===== src/rtl/altair_panel_pkg.sv =====
// Shared definitions for the Altair front-panel command sequencer:
// jammed opcodes, sequencer states and switch-command priority.
package altair_panel_pkg;

  localparam logic [7:0] OP_JMP = 8'hC3;
  localparam logic [7:0] OP_NOP = 8'h00;

  localparam int unsigned SW_W    = 4;
  localparam int unsigned SW_EX   = 0;
  localparam int unsigned SW_EXN  = 1;
  localparam int unsigned SW_DEP  = 2;
  localparam int unsigned SW_DEPN = 3;

  typedef enum logic [2:0] {
    ST_IDLE,
    ST_EX_JMP,
    ST_EX_LO,
    ST_EX_HI,
    ST_NXT_NOP,
    ST_DEP_WR
  } state_e;

  typedef enum logic [2:0] {
    CMD_NONE,
    CMD_EXAMINE,
    CMD_EXAMINE_NEXT,
    CMD_DEPOSIT_NEXT,
    CMD_DEPOSIT
  } cmd_e;

  // Coincident edges: examine > examine_next > deposit_next > deposit
  function automatic cmd_e encode_cmd(input logic [SW_W-1:0] rise);
    if (rise[SW_EX])        return CMD_EXAMINE;
    else if (rise[SW_EXN])  return CMD_EXAMINE_NEXT;
    else if (rise[SW_DEPN]) return CMD_DEPOSIT_NEXT;
    else if (rise[SW_DEP])  return CMD_DEPOSIT;
    else                    return CMD_NONE;
  endfunction

  function automatic logic is_jam_state(input state_e s);
    return (s == ST_EX_JMP) || (s == ST_EX_LO) || (s == ST_EX_HI) || (s == ST_NXT_NOP);
  endfunction

endpackage


===== src/rtl/panel_edge_detect.sv =====
// Edge detector against the previous-cycle sample; the edge is valid in the
// same cycle the new level is presented.
module panel_edge_detect
  import altair_panel_pkg::*;
#(
  parameter int unsigned W      = 1,
  parameter bit          RISING = 1'b1
) (
  input  logic         clk,
  input  logic         reset,
  input  logic [W-1:0] d_i,
  output logic [W-1:0] edge_c_o
);

  logic [W-1:0] prev_q;

  always_ff @(posedge clk) begin
    if (reset) prev_q <= '0;
    else       prev_q <= d_i;
  end

  assign edge_c_o = RISING ? (d_i & ~prev_q) : (~d_i & prev_q);

endmodule


===== src/rtl/front_panel_sequencer.sv =====
// Front-panel Examine/Deposit sequencer: jams JMP/NOP opcodes onto the CPU
// data bus in step with CPU reads and issues memory write strobes.
module front_panel_sequencer
  import altair_panel_pkg::*;
#(
  parameter int unsigned TIMEOUT_CYCLES = 1024
) (
  input  logic        clk,
  input  logic        reset,
  input  logic        sw_examine,
  input  logic        sw_examine_next,
  input  logic        sw_deposit,
  input  logic        sw_deposit_next,
  input  logic        stop_mode,
  input  logic        cpu_rd,
  input  logic [15:0] addr_sw,
  input  logic [7:0]  data_sw,
  output logic        jam_en,
  output logic [7:0]  jam_data,
  output logic        wr_en,
  output logic [7:0]  wr_data,
  output logic        busy,
  output logic        done,
  output logic        timeout
);

  localparam int unsigned WD_W = $clog2(TIMEOUT_CYCLES + 1);

  logic [SW_W-1:0] sw_rise_c;
  logic            rd_fall_c;

  panel_edge_detect #(.W(SW_W), .RISING(1'b1)) u_sw_edge (
    .clk      (clk),
    .reset    (reset),
    .d_i      ({sw_deposit_next, sw_deposit, sw_examine_next, sw_examine}),
    .edge_c_o (sw_rise_c)
  );

  panel_edge_detect #(.W(1), .RISING(1'b0)) u_rd_edge (
    .clk      (clk),
    .reset    (reset),
    .d_i      (cpu_rd),
    .edge_c_o (rd_fall_c)
  );

  state_e          state_q, state_d;
  cmd_e            cmd_c;
  logic            accept_c;
  logic            done_d, timeout_d;
  logic            is_dep_q, is_dep_d;
  logic [15:0]     addr_q, addr_d;
  logic [7:0]      data_q, data_d;
  logic [WD_W-1:0] wd_q, wd_d;
  logic            jam_en_q, jam_en_d;
  logic [7:0]      jam_data_q, jam_data_d;
  logic            wr_en_q, wr_en_d;
  logic [7:0]      wr_data_q, wr_data_d;
  logic            busy_q, busy_d;
  logic            done_q, timeout_q;

  always_ff @(posedge clk) begin
    if (reset) state_q <= ST_IDLE;
    else       state_q <= state_d;
  end

  // Next state; a stop_mode drop aborts silently and beats any read edge
  always_comb begin
    state_d   = state_q;
    done_d    = 1'b0;
    timeout_d = 1'b0;
    accept_c  = 1'b0;
    cmd_c     = encode_cmd(sw_rise_c);
    if (state_q != ST_IDLE && !stop_mode) begin
      state_d = ST_IDLE;
    end else begin
      case (state_q)
        ST_IDLE: begin
          if (stop_mode && cmd_c != CMD_NONE) begin
            accept_c = 1'b1;
            case (cmd_c)
              CMD_EXAMINE: state_d = ST_EX_JMP;
              CMD_DEPOSIT: state_d = ST_DEP_WR;
              default:     state_d = ST_NXT_NOP;
            endcase
          end
        end
        ST_EX_JMP, ST_EX_LO, ST_EX_HI, ST_NXT_NOP: begin
          if (wd_q >= WD_W'(TIMEOUT_CYCLES)) begin
            state_d   = ST_IDLE;
            timeout_d = 1'b1;
          end else if (rd_fall_c) begin
            case (state_q)
              ST_EX_JMP: state_d = ST_EX_LO;
              ST_EX_LO:  state_d = ST_EX_HI;
              ST_EX_HI: begin
                state_d = ST_IDLE;
                done_d  = 1'b1;
              end
              ST_NXT_NOP: begin
                state_d = is_dep_q ? ST_DEP_WR : ST_IDLE;
                done_d  = !is_dep_q;
              end
              default: state_d = ST_IDLE;
            endcase
          end
        end
        default: state_d = ST_IDLE;
      endcase
    end
    // Deposit completion is reported alongside the write strobe
    if (state_d == ST_DEP_WR) done_d = 1'b1;
  end

  always_comb begin
    jam_en_d   = is_jam_state(state_d);
    busy_d     = (state_d != ST_IDLE);
    wr_en_d    = (state_d == ST_DEP_WR);
    wr_data_d  = wr_en_d ? data_d : 8'h00;
    jam_data_d = 8'h00;
    case (state_d)
      ST_EX_JMP:  jam_data_d = OP_JMP;
      ST_EX_LO:   jam_data_d = addr_d[7:0];
      ST_EX_HI:   jam_data_d = addr_d[15:8];
      ST_NXT_NOP: jam_data_d = OP_NOP;
      default:    jam_data_d = 8'h00;
    endcase
  end

  // Switch capture on accept and read-to-read watchdog
  always_comb begin
    addr_d   = accept_c ? addr_sw : addr_q;
    data_d   = accept_c ? data_sw : data_q;
    is_dep_d = accept_c ? (cmd_c == CMD_DEPOSIT_NEXT) : is_dep_q;
    wd_d     = '0;
    if (is_jam_state(state_q) && state_d == state_q && !rd_fall_c) wd_d = wd_q + WD_W'(1);
  end

  always_ff @(posedge clk) begin
    if (reset) begin
      addr_q     <= '0;
      data_q     <= '0;
      is_dep_q   <= 1'b0;
      wd_q       <= '0;
      jam_en_q   <= 1'b0;
      jam_data_q <= 8'h00;
      wr_en_q    <= 1'b0;
      wr_data_q  <= 8'h00;
      busy_q     <= 1'b0;
      done_q     <= 1'b0;
      timeout_q  <= 1'b0;
    end else begin
      addr_q     <= addr_d;
      data_q     <= data_d;
      is_dep_q   <= is_dep_d;
      wd_q       <= wd_d;
      jam_en_q   <= jam_en_d;
      jam_data_q <= jam_data_d;
      wr_en_q    <= wr_en_d;
      wr_data_q  <= wr_data_d;
      busy_q     <= busy_d;
      done_q     <= done_d;
      timeout_q  <= timeout_d;
    end
  end

  assign jam_en   = jam_en_q;
  assign jam_data = jam_data_q;
  assign wr_en    = wr_en_q;
  assign wr_data  = wr_data_q;
  assign busy     = busy_q;
  assign done     = done_q;
  assign timeout  = timeout_q;

endmodule


===== config.mk =====
export PLATFORM = sky130hd
export DESIGN_NAME = front_panel_sequencer
export DESIGN_NICKNAME = d
export VERILOG_FILES = /design/src/rtl/altair_panel_pkg.sv /design/src/rtl/panel_edge_detect.sv /design/src/rtl/front_panel_sequencer.sv
export SDC_FILE = /design/constraint.sdc
export NUM_CORES = 1
export LEC_CHECK = 0
export CAP_MARGIN = 20
export CORE_AREA = 2 2 80 82
export DETAILED_ROUTE_END_ITERATION = 10
export DIE_AREA = 0 0 82 84
export HOLD_SLACK_MARGIN = 0.06
export PLACE_DENSITY = 0.73
export REMOVE_ABC_BUFFERS = 1
export SYNTH_ARGS = -nofsm -noshare
export SYNTH_HDL_FRONTEND = slang
export SYNTH_SLANG_ARGS = --single-unit
export TNS_END_PERCENT = 50

===== constraint.sdc =====
create_clock -name clk -period 2.8 [get_ports clk]
set_clock_uncertainty 0.05 [all_clocks]
set_input_delay 0.42 -clock clk [delete_from_list [all_inputs] [get_ports clk]]
set_output_delay 0.42 -clock clk [all_outputs]
set_load 0.01 [all_outputs]

Word-level counts from Yosys, hierarchy flattened
Index checks and enable logic that the tools add are counted.
{"block": "classes", "bitwise_logic": 7, "n_eq_ne": 13, "n_lt_le_gt_ge": 1, "mux": 25, "reduce_logical": 21, "addsub": 1}
{"operator": "$mux W3", "count": 9}
{"operator": "$pmux W8 S3", "count": 1}
{"operator": "$mux W16", "count": 1}
{"operator": "$eq A3 B2 Y1 const B", "count": 5}
{"operator": "$eq A3 B3 Y1 const B", "count": 4}
{"operator": "$pmux W3 S2", "count": 2}
{"operator": "$add A11 B1 Y11 const B", "count": 1}
{"operator": "$ge A11 B11 Y1 const B", "count": 1}
{"operator": "$eq A3 B1 Y1 const B", "count": 3}
{"operator": "$mux W1", "count": 9}
{"operator": "$pmux W3 S3", "count": 1}
{"operator": "$reduce_bool A3 Y1", "count": 3}
{"operator": "$mux W8", "count": 1}
{"operator": "$logic_or A1 B1 Y1", "count": 6}
{"operator": "$and A4 B4 Y4", "count": 1}
{"operator": "$logic_and A1 B1 Y1", "count": 4}
{"operator": "$not A1 Y1", "count": 4}
{"operator": "$not A4 Y4", "count": 1}
{"operator": "$reduce_or A2 Y1", "count": 2}
{"operator": "$reduce_or A4 Y1", "count": 1}
{"operator": "$eq A3 B3 Y1", "count": 1}
{"operator": "$logic_not A1 Y1", "count": 3}
{"operator": "$logic_not A3 Y1", "count": 1}
{"operator": "$reduce_or A3 Y1", "count": 1}
{"operator": "2 further kinds", "count": 2}
{"block": "word_totals", "inputBits": 32, "word_cells": 82, "regBits": 65, "out_inout_bits": 21}

Longest topological paths before layout
Gate-level depths: netlist of run 1.
{"block": "logic_depth", "ltp_word": 16, "depth_mapped": 8, "mapped_depth_nobuf": 5}

Cells and area by module
From an unflattened synthesis of run 1, not the netlist that was laid out.
{"block": "unflattened", "hier_cells": 256, "area_unflattened_um2": 2570.0}
{"mod": "front_panel_sequencer", "seq_area_each_um2": 1201.2, "area_each_um2": 2394.8, "cells_per_inst": 241, "instances": 1}
{"mod": "panel_edge_detect at u_sw_edge", "seq_area_each_um2": 80.1, "area_each_um2": 140.1, "cells_per_inst": 12, "instances": 1}
{"mod": "panel_edge_detect at u_rd_edge", "seq_area_each_um2": 20.0, "area_each_um2": 35.0, "cells_per_inst": 3, "instances": 1}

Worst setup path before layout of run 1
OpenSTA, ideal clock, no wires.
{"block": "synth_timing", "path_kind": "register to register", "from": "register state_q[1]", "to": "register wr_data_q[1] (netlist: wr_data[1])", "stages_incl_launch_ff": 9, "required_ns": 2.676, "period_less_slack_ns": 2.034, "arrival_time_ns": 1.910, "n_path_buf": 3, "setup_time_ns": 0.074, "slack_ns": 0.766, "cell_sequence": "dfxtp_1 > buf_6 > nor2_4 > mux2_4 > o32a_1 > buf_6 > or3_4 > buf_6 > nor3_2"}
{"block": "synth_between", "elab_chain_len": 9, "word_cells_on_any_way": 20, "cone_classes": "eq/ne: 5; mux: 9; bitwise: 1; reduce/logical: 5"}
{"element": "start: declaration", "line": "front_panel_sequencer.sv:46", "rtl": "state_e state_q, state_d;"}
{"element": "start signal: assignment", "line": "front_panel_sequencer.sv:63", "rtl": "else state_q <= state_d;"}
{"element": "$eq A3 B3 Y1, or another cell as far along", "line": "front_panel_sequencer.sv:76, front_panel_sequencer.sv:92"}
{"element": "$pmux W3 S3", "line": "front_panel_sequencer.sv:92", "rtl": "case (state_q)"}
{"element": "$mux W3", "line": "front_panel_sequencer.sv:91", "rtl": "end else if (rd_fall_c) begin"}
{"element": "$mux W3", "line": "front_panel_sequencer.sv:88", "rtl": "if (wd_q >= WD_W'(TIMEOUT_CYCLES)) begin"}
{"element": "$pmux W3 S2", "line": "front_panel_sequencer.sv:76", "rtl": "case (state_q)"}
{"element": "$mux W3", "line": "front_panel_sequencer.sv:73", "rtl": "if (state_q != ST_IDLE && !stop_mode) begin"}
{"element": "$eq A3 B3 Y1", "line": "front_panel_sequencer.sv:117", "rtl": "wr_en_d = (state_d == ST_DEP_WR);"}
{"element": "$not A1 Y1 (no line)"}
{"element": "$reduce_or A2 Y1 (no line)"}
{"element": "end signal: assignment", "line": "front_panel_sequencer.sv:159", "rtl": "wr_data_q <= wr_data_d;"}
{"element": "end: declaration", "line": "front_panel_sequencer.sv:57", "rtl": "logic [7:0] wr_data_q, wr_data_d;"}
Several ways; a longest one is shown, not always the timed one.
A chain may end at the register's enable or synchronous reset.

Worst setup path after layout of run 1
{"block": "layout_timing", "from": "input port stop_mode", "to": "register wr_data_q[1] (netlist: wr_data[1])"}
{"block": "layout_between", "elab_chain_len": 7, "word_cells_on_any_way": 13, "cone_classes": "eq/ne: 1; mux: 7; bitwise: 1; reduce/logical: 4"}
{"element": "start: declaration", "line": "front_panel_sequencer.sv:14", "rtl": "input logic stop_mode,"}
{"element": "$logic_and A1 B1 Y1", "line": "front_panel_sequencer.sv:78", "rtl": "if (stop_mode && cmd_c != CMD_NONE) begin"}
{"element": "$mux W3", "line": "front_panel_sequencer.sv:78"}
{"element": "$pmux W3 S2", "line": "front_panel_sequencer.sv:76"}
{"element": "$mux W3", "line": "front_panel_sequencer.sv:73"}
{"element": "$eq A3 B3 Y1", "line": "front_panel_sequencer.sv:117"}
{"element": "$not A1 Y1 (no line)"}
{"element": "$reduce_or A2 Y1 (no line)"}
Several ways; a longest one is shown, not always the timed one.

==> flow_summary_export.csv, run 1 <==
group,metric,value,unit
setup_path,cp.arrival,2500,ps
cts,cts_tree,"yes",
setup_path,setup.worst_path.start,"stop_mode",
worst_hold_path,hp-start,"wd_q[0]",
global_route,grt_usage,17.0,%
cts,post_cts_buffers,0,
synthesis,synth-edff-count,0,
final_layout,area_growth,28.8,%
setup_path,critPathLaunchType,"primary input",
route,wl_per_cell,13.9,um
synthesis,muxShareOfSynthArea,9.71,%
setup_path,path_max_fanout,9,
route,via_count,2008,
place,postPlaceCellArea,0.00319,mm2
setup_path,endpoint_kind,"register",
synthesis,synth_flop_cell,"dfxtp_1",
run_status,outcome,"completed",
synthesis,synthDistinctLibCells,42,
power,irDropWorstVdd,0.409,mV
setup_path,critical_path_required,3020,ps
setup_path,worstSetupPathType,"in -> reg",
sta,finalHoldViolations,0,
synthesis,synth-adder-area-share,0.952,%
sta,fin_setup_tns,0,ps
floorplanning,rows,29,
route,drtPass1Iterations,4,
cts,cts_buffers,9,
synthesis,synthesis.area,0.00263,mm2
worst_hold_path,min_path_type,"reg -> reg",
sta,fin_crit_sh,81.6,%
floorplanning,die_height,84,um
sta,slew_headroom,53.4,%
floorplanning,die-area,0.00689,mm2
global_route,grt_pass1_vias,1965,
synthesis,synth_simple_gate_area_share,24.0,%
cts,htreeDepth,3,
floorplanning,fp.coreArea,0.00610,mm2
floorplanning,initial_core_util,43.1,%
place,io_buffers,52,
sta,finalSetupViolCount,0,
floorplanning,ios,53,
place,dp_hpwl,3950,um
sta,maxSlewViolCount,0,
sta,fin_crit,2290,ps
synthesis,synth-xor-area-share,4.00,%
cts,postCtsHoldBufs,0,
final_layout,seqCellArea,0.00130,mm2
final_layout,nets,349,
sta,rsz0062_at_grt,"no",
setup_path,r2r-start,"state_q[0]",
route,drt-total-wl,5510,um
final_layout,fin_area,0.00338,mm2
route,drt_iter0_markers,93,
global_route,gr-total-overflow,0,
floorplanning,die_x,82,um
synthesis,postSynthAreaPerCell,9.95,um2
global_route,antenna_found_initial,0,
power,leakage,0.00135,uW
route,postRouteAntennaNets,0,
synthesis,synth-seq-cells,65,
cts,clk_latency,340,ps
final_layout,multi_input_area,0.00121,mm2
cts,clk_pin_slew,60,ps
cts,ctsRootBufferMaster,"clkbuf_8",
sta,worst-slew-pin-transition,696,ps
final_layout,diodes,0,
global_route,grt_pass1_wl,8850,um
synthesis,async_flop_share,0,%
cts,cts_num_sinks,65,
place,place_congestion,0.768,
global_route,grt_max_degree,30,
power,power_density,604,mW/mm2
synthesis,synth_warnings,0,
final_layout,fillCellCount,570,
synthesis,synthCells,264,
synthesis,seq_area_frac_synth,49.5,%
synthesis,synth_top_family_by_area,"simple AND/OR/NAND/NOR gates",
final_layout,drive_above_1_share,11.3,%
cts,cts_resized,0,
route,drc,0,
job,drv_cap,0,
synthesis,synth_compound_area_share,7.10,%
cts,cts_max_path_buffers,2,
sta,max_freq,0.437,GHz
route,via_per_inst,5.06,
## state kept, by name (all words and copies together), names as in the netlist
signal,flops
addr_q,16
jam_en,1
done,1
wr_en,1
u_sw_edge.prev_q,4
state_q,3
is_dep_q,1
u_rd_edge.prev_q,1
jam_data,8
timeout,1
busy,1
wd_q,11
data_q,8
wr_data,8
## placed cells by master, fill, tap and decap left out, drive strengths merged, types with 3 or more instances in the layout
master	instances
dfxtp	65
clkdlybuf4s50	51
nor2	31
mux2i	24
nor3	23
clkbuf	13
nand3	11
nor2b	10
nand2	10
xor2	9
and3	8
buf	7
o21ai	6
a211oi	5
inv	4
nand2b	4
o21a	4
a31oi	3
xnor2	3
nor4b	3
a21oi	3
## critical path, cell delays in order
cell	delay [ps]
clkdlybuf4s50_1	590
nor4b_2	330
o311ai_0	230
a21o_1	260
or3_4	490
nor3_2	170
## final cells by class
cell class | count | area share, %
flip-flops and latches | 65 | 38.5
multi-input cells | 177 | 35.7
repair buffers | 58 | 16.9
clock buffers | 13 | 4.40
well taps | 77 | 2.85
clock inverters | 3 | 1.18
inverters | 4 | 0.444
## routing by layer
metal / GRT usage [%] / vias to the layer above / wire, um
li1: - / 1015 / -
met3: 6.39 / 9 / 285
met1: 20.7 / 934 / 2480
met5: 0 / - / 0
met2: 26.8 / 50 / 2650
met4: 6.52 / 0 / 88
## worst paths after layout
check,to,slack [ps],cells past startpoint
min reg2reg,wd_q[0],430,1
max,wr_data[1],510,6
min,wd_q[0],430,1
max reg2reg,wr_data[1],680,5
## per-stage QoR
step	hold WS (ps)	std cells	power, uW	worst slack (ps)	utilization (%)
floorplan	397	246	1180	-2640	-
global placement	414	381	1300	265	52.4
detailed placement	428	381	1300	165	52.4
CTS	437	397	2070	521	55.5
global route	456	397	2140	328	55.5
finish	431	397	2040	514	55.5
## power by group
group	total, uW	switching [uW]	internal, uW	leakage [uW]
clock network	761	327	433	0.0000974
registers	991	21.2	970	0.000530
logic	290	146	144	0.000725
total	2040	495	1550	0.00135
## synthesized netlist by cell type, types with 4 or more instances
cell	count	area (um2)
nand2b_1	4	25.0
nor3_1	15	75.1
o21ai_0	6	30.0
nor3_2	8	80.1
nor2b_1	10	62.6
nand3_1	11	55.1
inv_1	4	15.0
mux2i_1	24	240
and3_1	8	50.1
clkbuf_1	9	33.8
nor2_1	30	113
buf_6	5	56.3
nand2_1	10	37.5
dfxtp_1	65	1300
a211oi_1	5	37.5
xor2_1	9	78.8
buf_2	4	20.0
o21a_1	4	30.0
## cells by family after synthesis
group / count (synthesis)
AO/OA/AOI/OAI: 27
AND/OR/NAND/NOR: 111
buffers and inverters: 22
XOR/XNOR: 12
multiplexers: 25
adder cells (fa/ha/maj): 2
flip-flops: 65
Note: power is estimated with default switching activity, not from simulation.
==> run 2: changes to the inputs <==
PLACE_DENSITY = 0.75   (was 0.73)
clock period = 1.9 ns   (was 2.8 ns; I/O delays follow)
==> run 2 against run 1 <==
The run now ends with negative setup slack left. Routed wire length is 23% higher. Critical endpoint is now wr_data[2]. Utilization rose by 10 points. Via count is 10% higher. Worst setup slack worse by 530 ps. Combinational power is 130% higher. Critical path depth is 1 lower.
==> flow_summary_export.csv, run 2 (synthesized netlist as in run 1, its figures left out) <==
group,metric,value,unit
cts,cts_tree,"yes",
final_layout,fillCellCount,470,
setup_path,critical_path_required,2130,ps
sta,postLayoutSetupSlackWorst,-18.6,ps
final_layout,regMostFlops,"addr_q",
setup_path,worstSetupPathType,"reg -> reg",
cts,cts_num_sinks,65,
power,power_density,848,mW/mm2
final_layout,layout_common_cells,"dfxtp_1 (60), clkdlybuf4s50_1 (48), buf_4 (37), nor2_1 (30), nor3_1 (14)",
setup_path,critPathLaunchType,"register",
run_status,violations,"negative setup slack",
global_route,grt_pass1_wl,10600,um
sta,rsz0062_at_grt,"yes",
route,wl_per_cell,15.7,um
floorplanning,fp.coreArea,0.00610,mm2
final_layout,reg.largest.list,"addr_q: 16 flops, wd_q: 11 flops",
job,drv_cap,0,
cts,cts_buffers,9,
floorplanning,initial_core_util,43.1,%
final_layout,diodes,0,
global_route,gr-total-overflow,0,
route,via_count,2209,
floorplanning,rows,29,
final_layout,largest_register_ffs,16,
sta,finalSetupViolCount,13,
global_route,grt_pass1_vias,2202,
sta,finalHoldViolations,0,
route,drt_iter0_markers,109,
setup_path,path_max_fanout,5,
route,drt-total-wl,6790,um
cts,htreeDepth,3,
floorplanning,die_height,84,um
place,place_congestion,0.816,
route,drc,0,
final_layout,area_growth,52.0,%
final_layout,final_common_cell,"dfxtp_1",
worst_hold_path,min_path_type,"in -> reg",
cts,cts_max_path_buffers,2,
cts,postCtsHoldBufs,0,
sta,worst-slew-pin-transition,410,ps
sta,max_freq,0.521,GHz
final_layout,nets,385,
final_layout,seqCellArea,0.00132,mm2
place,pre_cts_slack,-419,ps
global_route,grt_usage,20.8,%
sta,slew_headroom,72.6,%
cts,ctsRootBufferMaster,"clkbuf_8",
floorplanning,die-area,0.00689,mm2
global_route,grt_max_degree,29,
final_layout,multi_input_area,0.00150,mm2
setup_path,endpoint_kind,"register",
floorplanning,ios,53,
power,irDropWorstVdd,0.797,mV
global_route,antenna_found_initial,0,
route,via_per_inst,5.11,
route,postRouteAntennaNets,0,
place,io_buffers,52,
final_layout,drive_above_1_share,31.0,%
setup_path,r2r_setup_slack,-20,ps
setup_path,cp.arrival,2150,ps
sta,fin_hold_ws,210,ps
run_status,outcome,"finished with violations",
cts,clk_pin_slew,70,ps
sta,fin_crit_sh,101,%
place,dp_hpwl,4020,um
cts,clk_latency,350,ps
floorplanning,die_x,82,um
route,drtPass1Iterations,4,
sta,fin_crit,1920,ps
power,leakage,0.00157,uW
sta,maxSlewViolCount,0,
run 2: path summary, 6_finish.rpt:
| path | startpoint | to | cells after the start |
|---|---|---|---|
| worst max-delay path | state_q[1] | wr_data[2] | 5 |
| worst min-delay path | sw_examine_next | u_sw_edge.prev_q[1] | 2 |
| worst max register to register | state_q[1] | wr_data[2] | 5 |
| worst min register to register | wd_q[0] | wd_q[0] | 1 |
run 2: final cells by class:
cell class / count / share of cell area (%)
well taps: 77 / 2.41
clock buffers: 13 / 4.48
inverters: 4 / 0.376
repair buffers: 93 / 21.4
flip-flops and latches: 65 / 32.9
multi-input cells: 178 / 37.5
clock inverters: 2 / 0.877
run 2: worst max-delay path, stage by stage (launching register included):
cell and delay [ps]:
dfxtp_4 380, nor2_4 140, mux2_4 320, o32a_1 370, or3_4 470, nor3_4 120
run 2: what timing repair did:
item | 4_1_cts | 5_1_grt
gates cloned | 3 | 0
buffers inserted | 6 | 2
pin swaps | 11 | 7
setup endpoints to repair | 30 | 40
hold endpoints to repair | 0 | 0
gates resized for setup | 39 | 33
run 2: power by group:
group	internal (uW)	total [uW]	switching [uW]
clock	740	1250	509
sequential	1430	1470	45.7
combinational	371	664	293
total	2540	3390	847
run 2: metrics by stage:
stage	total power [uW]	utilization, %	instances	setup TNS (ps)	cell area [um2]
after floorplan	1740	-	246	-140620	2520
after global placement	1980	55.7	408	-14150	3400
after detailed placement	1990	55.7	408	-15850	3400
after CTS	3340	63.2	432	-2.07	3850
after global routing	3510	65.5	432	-1590	3990
final	3390	65.5	432	-161	3990
run 2: layer usage:
| layer | share of wire [%] | vias up | global-route usage, % |
|---|---|---|---|
| li1 | - | 1086 | - |
| met1 | 40 | 1045 | 23.4 |
| met2 | 52 | 66 | 35.0 |
| met3 | 6.1 | 12 | 7.03 |
| met4 | 1.8 | 0 | 8.94 |
| met5 | 0 | - | 0 |
==> run 3: changes to the inputs <==
SLEW_MARGIN = 20   (was default)
==> results of run 3 <==
The final DEF is identical to that of run 2; final timing and power are the same.
